## src/rtl/dummy_bitmask_serializer.sv

```systemverilog
// Bitmask serializer: accepts a request bitmask and emits the index of each set bit,
// lowest first, over a valid/ready stream, then returns to accept the next mask.

package cf_math_pkg;
  function automatic int unsigned idx_width(input int unsigned num_idx);
    return (num_idx > 32'd1) ? unsigned'($clog2(num_idx)) : 32'd1;
  endfunction
endpackage

// Leading/trailing zero counter; MODE=0 counts trailing zeros, MODE=1 leading zeros.
module lzc #(
  parameter int unsigned WIDTH     = 8,
  parameter bit          MODE      = 1'b0,
  parameter int unsigned CNT_WIDTH = cf_math_pkg::idx_width(WIDTH)
) (
  input  logic [WIDTH-1:0]     in_i,
  output logic [CNT_WIDTH-1:0] cnt_o,
  output logic                 empty_o
);

  always_comb begin
    // NOTE: every output of a combinational block gets a default first, so no path
    // leaves it unassigned and no latch is inferred.
    cnt_o = '0;
    for (int i = 0; i < int'(WIDTH); i++) begin
      if (MODE) begin
        if (in_i[i]) cnt_o = CNT_WIDTH'(int'(WIDTH) - 1 - i);
      end else begin
        // Scan downwards so the lowest set bit is the final assignment.
        if (in_i[int'(WIDTH) - 1 - i]) cnt_o = CNT_WIDTH'(int'(WIDTH) - 1 - i);
      end
    end
  end

  assign empty_o = ~|in_i;

endmodule

module dummy_bitmask_serializer #(
  parameter int unsigned WIDTH = 8,
  parameter int unsigned IDX_W = cf_math_pkg::idx_width(WIDTH)
) (
  input  logic             clk_i,
  input  logic             rst_i,
  input  logic [WIDTH-1:0] mask_i,
  input  logic             mask_valid_i,
  output logic             mask_ready_o,
  output logic [IDX_W-1:0] idx_o,
  output logic             idx_valid_o,
  input  logic             idx_ready_i,
  output logic             last_o,
  output logic             empty_o,
  output logic [IDX_W:0]   cnt_o
);

  typedef enum logic {
    IDLE  = 1'b0,
    DRAIN = 1'b1
  } state_e;

  state_e           state_q, state_d;
  logic [WIDTH-1:0] pend_q, pend_d;
  logic [IDX_W:0]   cnt_q, cnt_d;
  logic             empty_q, empty_d;

  logic [IDX_W-1:0] tz_idx;
  logic             pend_zero;
  logic             pend_onehot;
  logic             in_drain;
  logic             mask_hs;
  logic             idx_hs;

  lzc #(
    .WIDTH     (WIDTH),
    .MODE      (1'b0),
    .CNT_WIDTH (IDX_W)
  ) u_tz (
    .in_i    (pend_q),
    .cnt_o   (tz_idx),
    .empty_o (pend_zero)
  );

  assign in_drain    = (state_q == DRAIN);
  assign pend_onehot = ~pend_zero & ~|(pend_q & (pend_q - {{(WIDTH-1){1'b0}}, 1'b1}));

  assign mask_ready_o = ~in_drain;
  assign idx_valid_o  = in_drain;
  assign idx_o        = in_drain ? tz_idx : '0;
  assign last_o       = in_drain & pend_onehot;
  assign empty_o      = empty_q;
  assign cnt_o        = cnt_q;

  assign mask_hs = mask_valid_i & mask_ready_o;
  assign idx_hs  = idx_valid_o & idx_ready_i;

  always_comb begin
    state_d = state_q;
    pend_d  = pend_q;
    cnt_d   = cnt_q;
    empty_d = 1'b0;
    unique case (state_q)
      IDLE: begin
        if (mask_hs) begin
          pend_d  = mask_i;
          cnt_d   = '0;
          empty_d = ~|mask_i;
          if (|mask_i) state_d = DRAIN;
        end
      end
      DRAIN: begin
        if (idx_hs) begin
          pend_d = pend_q & ~({{(WIDTH-1){1'b0}}, 1'b1} << tz_idx);
          cnt_d  = cnt_q + {{IDX_W{1'b0}}, 1'b1};
          if (last_o) state_d = IDLE;
        end
      end
      default: state_d = IDLE;
    endcase
  end

  // NOTE: the pending mask is datapath, but it is reset with the control state so an
  // interrupted drain cannot leak stale indices into the next mask.
  always_ff @(posedge clk_i or posedge rst_i) begin
    if (rst_i) begin
      state_q <= IDLE;
      pend_q  <= '0;
      cnt_q   <= '0;
      empty_q <= 1'b0;
    end else begin
      // NOTE: non-blocking assignments so every register samples pre-edge values.
      state_q <= state_d;
      pend_q  <= pend_d;
      cnt_q   <= cnt_d;
      empty_q <= empty_d;
    end
  end

endmodule

```

## config.mk

```make
export PLATFORM = sky130hd
export DESIGN_NAME = dummy_bitmask_serializer
export DESIGN_NICKNAME = d
export VERILOG_FILES = /design/src/rtl/dummy_bitmask_serializer.sv
export SDC_FILE = /design/constraint.sdc
export NUM_CORES = 1
export LEC_CHECK = 0
export ABC_AREA = 0
export CORE_UTILIZATION = 40
export CTS_CLUSTER_SIZE = 20
export DETAILED_ROUTE_END_ITERATION = 8
export PLACE_DENSITY = 0.69
export SLEW_MARGIN = 5
export SYNTH_ARGS = -nofsm -noshare
export SYNTH_HDL_FRONTEND = slang
export SYNTH_HIERARCHICAL = 1
export SYNTH_SLANG_ARGS = --single-unit
```

## constraint.sdc

```tcl
create_clock -name clk_i -period 1.9 [get_ports clk_i]
set_clock_uncertainty 0.1 [all_clocks]
set_input_delay 0.38 -clock clk_i [delete_from_list [all_inputs] [get_ports clk_i]]
set_output_delay 0.38 -clock clk_i [all_outputs]
set_load 0.005 [all_outputs]
```

==> results.json, run 1 <==
{
  "p_comb_share_pct": 72.0,
  "cpPeakStageDelay_ps": 390,
  "drc": 0,
  "firstDrtPassIters": 4,
  "antenna_left": 0,
  "pwr-share-seq_pct": 19.8,
  "peakVddDrop_uv": 1321,
  "min_period_ps": 2238,
  "tightest_slew_ps": 628.8,
  "n_antenna_cell": 0,
  "syn_to_final_growth_pct": 79.30,
  "finalPower_w": 0.002717,
  "cts_root_buf": "clkbuf_4",
  "yosysSeqAreaShare_pct": 42.62,
  "critical_path_arrival_ps": 1760,
  "crit_path_start_kind": "register",
  "via_count": 961,
  "syn_inst": 94,
  "setup_violations": 5,
  "gr-total-overflow": 0,
  "clk_latency_ps": 290,
  "slowest_stage": "dfrtp_1",
  "switching_share_pct": 40.19,
  "ctsHoldBuffers": 0,
  "worstSetupPathType": "register to output port",
  "clock_sinks": 14,
  "vias_per_cell": 5.460,
  "grt_setup_unrepaired": "true",
  "max-clock-path-buffers": 2,
  "die_y_um": 47.34,
  "min_path_type": "input port to asynchronous set/reset pin",
  "max_freq_ghz": 0.4467,
  "setup_tns_ps": -730.0,
  "wire_per_inst_um": 15.88,
  "fp.dieW_um": 47.34,
  "dp_hpwl_mm": 1.698,
  "clkTransAtPathRegs_ps": 90,
  "drt-initial-drc-count": 24,
  "crit_path_end_kind": "output port",
  "relSlewSlack_pct": 58.00,
  "ios": 23,
  "synth_common_cells": "nand2_1 (17), dfrtp_1 (14), nor2_1 (8), a22o_1 (7)",
  "ys_warn_count": 6,
  "cts_tree": "built",
  "finalWorstSetupSlack_ps": -338.5,
  "syn_nets": 107,
  "post-route-util_pct": 75.90,
  "rows": 16,
  "synth_edf_count": 0,
  "leakage_nw": 0.6927,
  "synthFlopType": "dfrtp_1",
  "violations": "setup timing",
  "grt_pass1_wl_mm": 3.829,
  "synth.distinct_cells": 33,
  "syn_area_per_cell_um2": 8.745,
  "maxCapViolations": 0,
  "final_nets": 163,
  "status": "complete, but fails checks",
  "p_switching_w": 0.001092,
  "design_area_mm2": 0.001474,
  "port-buffer-count": 22,
  "synth_top_area_share_pct": 42.62,
  "cts_made_buffers": 3,
  "synth_area_um2": 822.0,
  "p_per_area_mw_per_mm2": 1843,
  "htreeDepth": 1,
  "dp_slack_ps": -379.6,
  "final.period_utilization_pct": 117.8,
  "crit_chain": "buf_4 -> nor4_4 -> nand2_1 -> maj3_2 -> nor3_2 -> buf_2",
  "yosysMostFrequentCell": "nand2_1",
  "hold_violations": 0,
  "yosysTopAreaCell": "dfrtp_1",
  "ys_top_cells_by_area": "dfrtp_1 (43%), nand2_1 (7.8%), a22o_1 (7.5%), o21ai_0 (3.7%), nor2_1 (3.7%)",
  "postPlaceCellArea_mm2": 0.001177,
  "grt_max_degree": 15,
  "clockPowerShare_pct": 8.2,
  "required_ps": 1420,
  "die_area_mm2": 0.002241,
  "synth_seq_cells": 14,
  "start_util_pct": 42.33,
  "gp_congestion": 0.9410,
  "grt_pass1_vias": 865,
  "drive_gt1_share_pct": 42.95,
  "internal_power_w": 0.001625,
  "wirelength_mm": 2.794,
  "core_area_mm2": 0.001942,
  "crit_fanout": 2,
  "drv_slew": 0,
  "track_usage_pct": 24.94,
  "async_flop_share_pct": 100.0,
  "antenna_found_initial": 0
}
==> registers in the layout, summed over array words and instances (netlist names) <==
| register | cells |
|---|---|
| pend_q | 8 |
| idx_valid_o | 1 |
| empty_o | 1 |
| cnt_o | 4 |
==> cell type report <==
| type | count | area [µm²] |
|---|---|---|
| timing repair buffer | 54 | 481.7 |
| tap | 27 | 33.78 |
| inverter | 6 | 22.52 |
| fill | 142 | 467.9 |
| clock buffer | 4 | 36.28 |
| multi-input combinational | 71 | 548.0 |
| sequential | 14 | 351.6 |
==> cell families after synthesis <==
group,after synthesis,synth area share [%]
AO/OA/AOI/OAI,27,25.12
buffers and inverters,9,4.109
multiplexers,1,1.218
AND/OR/NAND/NOR,41,24.05
adder cells (fa/ha/maj),2,2.892
flip-flops,14,42.62
==> routing by layer <==
layer  GRT usage [%]  vias up  wire (µm)  share of wire (%)
met1           31.91      471       1108                 40
met3           2.308        2        147                5.3
met2           44.38       40       1524                 55
met4           6.857        0         13               0.47
met5               0        -          0                  0
li1                -      448          -                  -
==> cell usage in the layout (no fill, tap or decap), drive strengths merged <==
cell,count
o31ai,1
inv,6
o21ai,7
nand3,3
maj3,1
o41ai,1
nor2b,2
a21oi,3
nand2b,1
a32o,1
mux2i,1
ha,1
o21bai,1
nand4,1
nor4,3
a211o,1
nor3,1
clkdlybuf4s50,17
dlymetal6s2s,1
a22o,8
nand2,17
a21o,1
buf,36
o41a,1
clkbuf,4
o211ai,1
a21boi,1
nor2,9
nand4b,1
dfrtp,14
and2,3
==> final timing paths <==
check | startpoint | endpoint | slack, ps | depth (start not counted)
min | rst_i | cnt_o[0] | 320 | 2
max reg2reg | pend_q[2] | idx_valid_o | -50 | 6
max in group asynchronous | rst_i | idx_valid_o | 990 | 2
min reg2reg | cnt_o[3] | cnt_o[3] | 400 | 1
max | pend_q[2] | last_o | -340 | 6
min in group clk_i | cnt_o[3] | cnt_o[3] | 400 | 1
==> what timing repair did <==
item                                   in CTS  in global routing
resized for setup                          35                 22
pin swaps                                  10                  9
setup endpoints to repair                   5                 14
buffers inserted                           12                  7
endpoints found under the hold margin       0                  0
==> power by group through the flow <==
stage / Clock (W) / Combinational [W] / Sequential (W)
after floorplan: 0 / 0.000597 / 0.000545
after global placement: 0 / 0.00118 / 0.000523
after detailed placement: 0 / 0.00121 / 0.000527
after CTS: 0.000216 / 0.00158 / 0.000520
after global routing: 0.000234 / 0.00208 / 0.000547
final: 0.000222 / 0.00196 / 0.000538
==> through the flow <==
stage / instances / hold slack (ps)
after floorplan: 94 / 169.2
after global placement: 155 / 383.9
after detailed placement: 155 / 379.9
after CTS: 171 / 354.2
after global routing: 176 / 404.5
final: 176 / 322.6
==> worst max-delay path, delay by kind of cell, from the launching register on <==
kind | cells | cell delay, ps
buffers and inverters | 2 | 280
adders and majority gates | 1 | 320
and+or+nand+nor | 3 | 480
DFF | 1 | 390
(Power assumes the default switching activity.)
==> inputs of run 2 (changes only) <==
PLACE_DENSITY = 0.72   (was 0.69)
==> results.json, run 2 (synthesis gave the netlist of run 1 again) <==
{
  "status": "complete, but fails checks",
  "violations": "setup timing",
  "drive_gt1_share_pct": 35.04,
  "cts_tree": "built",
  "drc": 0,
  "final_nets": 152,
  "clock_sinks": 14,
  "crit_chain": "buf_6 -> a211o_2 -> o21ai_0 -> a21oi_1 -> nor3_2 -> buf_2",
  "die_area_mm2": 0.002241,
  "start_util_pct": 42.33,
  "pwr-share-seq_pct": 23.5,
  "clk_latency_ps": 270,
  "post-route-util_pct": 70.10,
  "final.period_utilization_pct": 116.5,
  "final_common_cell": "clkdlybuf4s50_1",
  "max-clock-path-buffers": 2,
  "switching_share_pct": 40.35,
  "crit_path_start_kind": "register",
  "wire_per_inst_um": 14.65,
  "cts_root_buf": "clkbuf_4",
  "fp.dieW_um": 47.34,
  "antenna_left": 0,
  "grt_pass1_wl_mm": 3.167,
  "hold_violations": 0,
  "slowest_stage": "dfrtp_1",
  "p_switching_w": 0.0009485,
  "port-buffer-count": 22,
  "worstSetupPathType": "register to output port",
  "finalWorstSetupSlack_ps": -312.6,
  "setup_violations": 4,
  "die_y_um": 47.34,
  "clockPowerShare_pct": 7.1,
  "p_per_area_mw_per_mm2": 1727,
  "drv_slew": 0,
  "ctsHoldBuffers": 0,
  "syn_to_final_growth_pct": 65.60,
  "largest_reg_flops": 8,
  "critical_path_arrival_ps": 1730,
  "via_count": 883,
  "gp_congestion": 0.9286,
  "clkTransAtPathRegs_ps": 80,
  "gr-total-overflow": 0,
  "grt_pass1_vias": 756,
  "maxCapViolations": 0,
  "ios": 23,
  "grt_setup_unrepaired": "true",
  "htreeDepth": 1,
  "track_usage_pct": 20.68,
  "n_antenna_cell": 0,
  "internal_power_w": 0.001402,
  "core_area_mm2": 0.001942,
  "cts_made_buffers": 3,
  "dp_slack_ps": -463.8,
  "regMostFlops": "pend_q",
  "crit_fanout": 5,
  "min_path_type": "input port to asynchronous set/reset pin",
  "p_comb_share_pct": 69.5,
  "grt_max_degree": 18,
  "critPathBufInv": 2,
  "crit_family": "compound AO/OA/AOI/OAI gates",
  "filler_cell_count": 146,
  "relSlewSlack_pct": 62.16,
  "cpPeakStageDelay_ps": 420,
  "rows": 16,
  "tightest_slew_ps": 566.4,
  "crit_path_end_kind": "output port",
  "leakage_nw": 0.6149,
  "peakVddDrop_uv": 1080,
  "final_cell_mix": "clkdlybuf4s50_1 (18), nand2_1 (16), dfrtp_1 (14), buf_4 (14)",
  "min_period_ps": 2213,
  "required_ps": 1420,
  "dp_hpwl_mm": 1.596,
  "max_freq_ghz": 0.4520,
  "hold_ws_ps": 336.9,
  "wirelength_mm": 2.402,
  "finalPower_w": 0.002351,
  "drt-initial-drc-count": 40,
  "vias_per_cell": 5.384,
  "firstDrtPassIters": 4,
  "antenna_found_initial": 0
}
==> run 2: power by group through the flow <==
stage | clock, W | sequential [W] | combinational (W)
5_1_grt | 0.000178 | 0.000562 | 0.00175
6_report | 0.000166 | 0.000552 | 0.00163
3_3_place_gp | 0 | 0.000514 | 0.00121
3_5_place_dp | 0 | 0.000520 | 0.00123
4_1_cts | 0.000164 | 0.000533 | 0.00138
2_1_floorplan | 0 | 0.000545 | 0.000597
==> run 2: layout make-up <==
type	instances	area [µm²]	share of cell area (%)
Timing Repair Buffer	43	402.9	29.60
Tap cell	27	33.78	2.482
Inverter	6	22.52	1.654
Sequential cell	14	350.3	25.74
Multi-Input combinational cell	71	529.3	38.88
Clock buffer	3	22.52	1.654
==> run 2: through the flow <==
stage | setup TNS [ps] | cell area (µm²) | instances
3_3_place_gp | -884.3 | 1185 | 156
4_1_cts | -513.1 | 1280 | 163
3_5_place_dp | -1033 | 1185 | 156
2_1_floorplan | 0 | 822.0 | 94
5_1_grt | -931.6 | 1361 | 164
6_report | -761.4 | 1361 | 164
==> run 2: worst paths after layout <==
check / startpoint / endpoint / slack [ps] / cells past startpoint
max: pend_q[3] / last_o / -310 / 6
min: rst_i / pend_q[6] / 340 / 2
max reg2reg: pend_q[3] / idx_valid_o / 30 / 6
min reg2reg: cnt_o[3] / cnt_o[3] / 390 / 1
max in group asynchronous: rst_i / pend_q[7] / 1010 / 2
min in group clk_i: cnt_o[3] / cnt_o[3] / 390 / 1
==> run 2: timing repair <==
item | 4_1_cts | 5_1_grt
pin swaps | 10 | 5
setup buffers | 4 | 1
endpoints found under the setup margin | 4 | 10
resized for setup | 29 | 13
==> run 2: routing by layer <==
metal,vias up,global-route usage [%],routed length [µm]
li1,425,-,-
met2,32,34.79,1232
met1,422,27.49,1041
met4,0,6.857,27
met3,4,2.308,101
met5,-,0,0
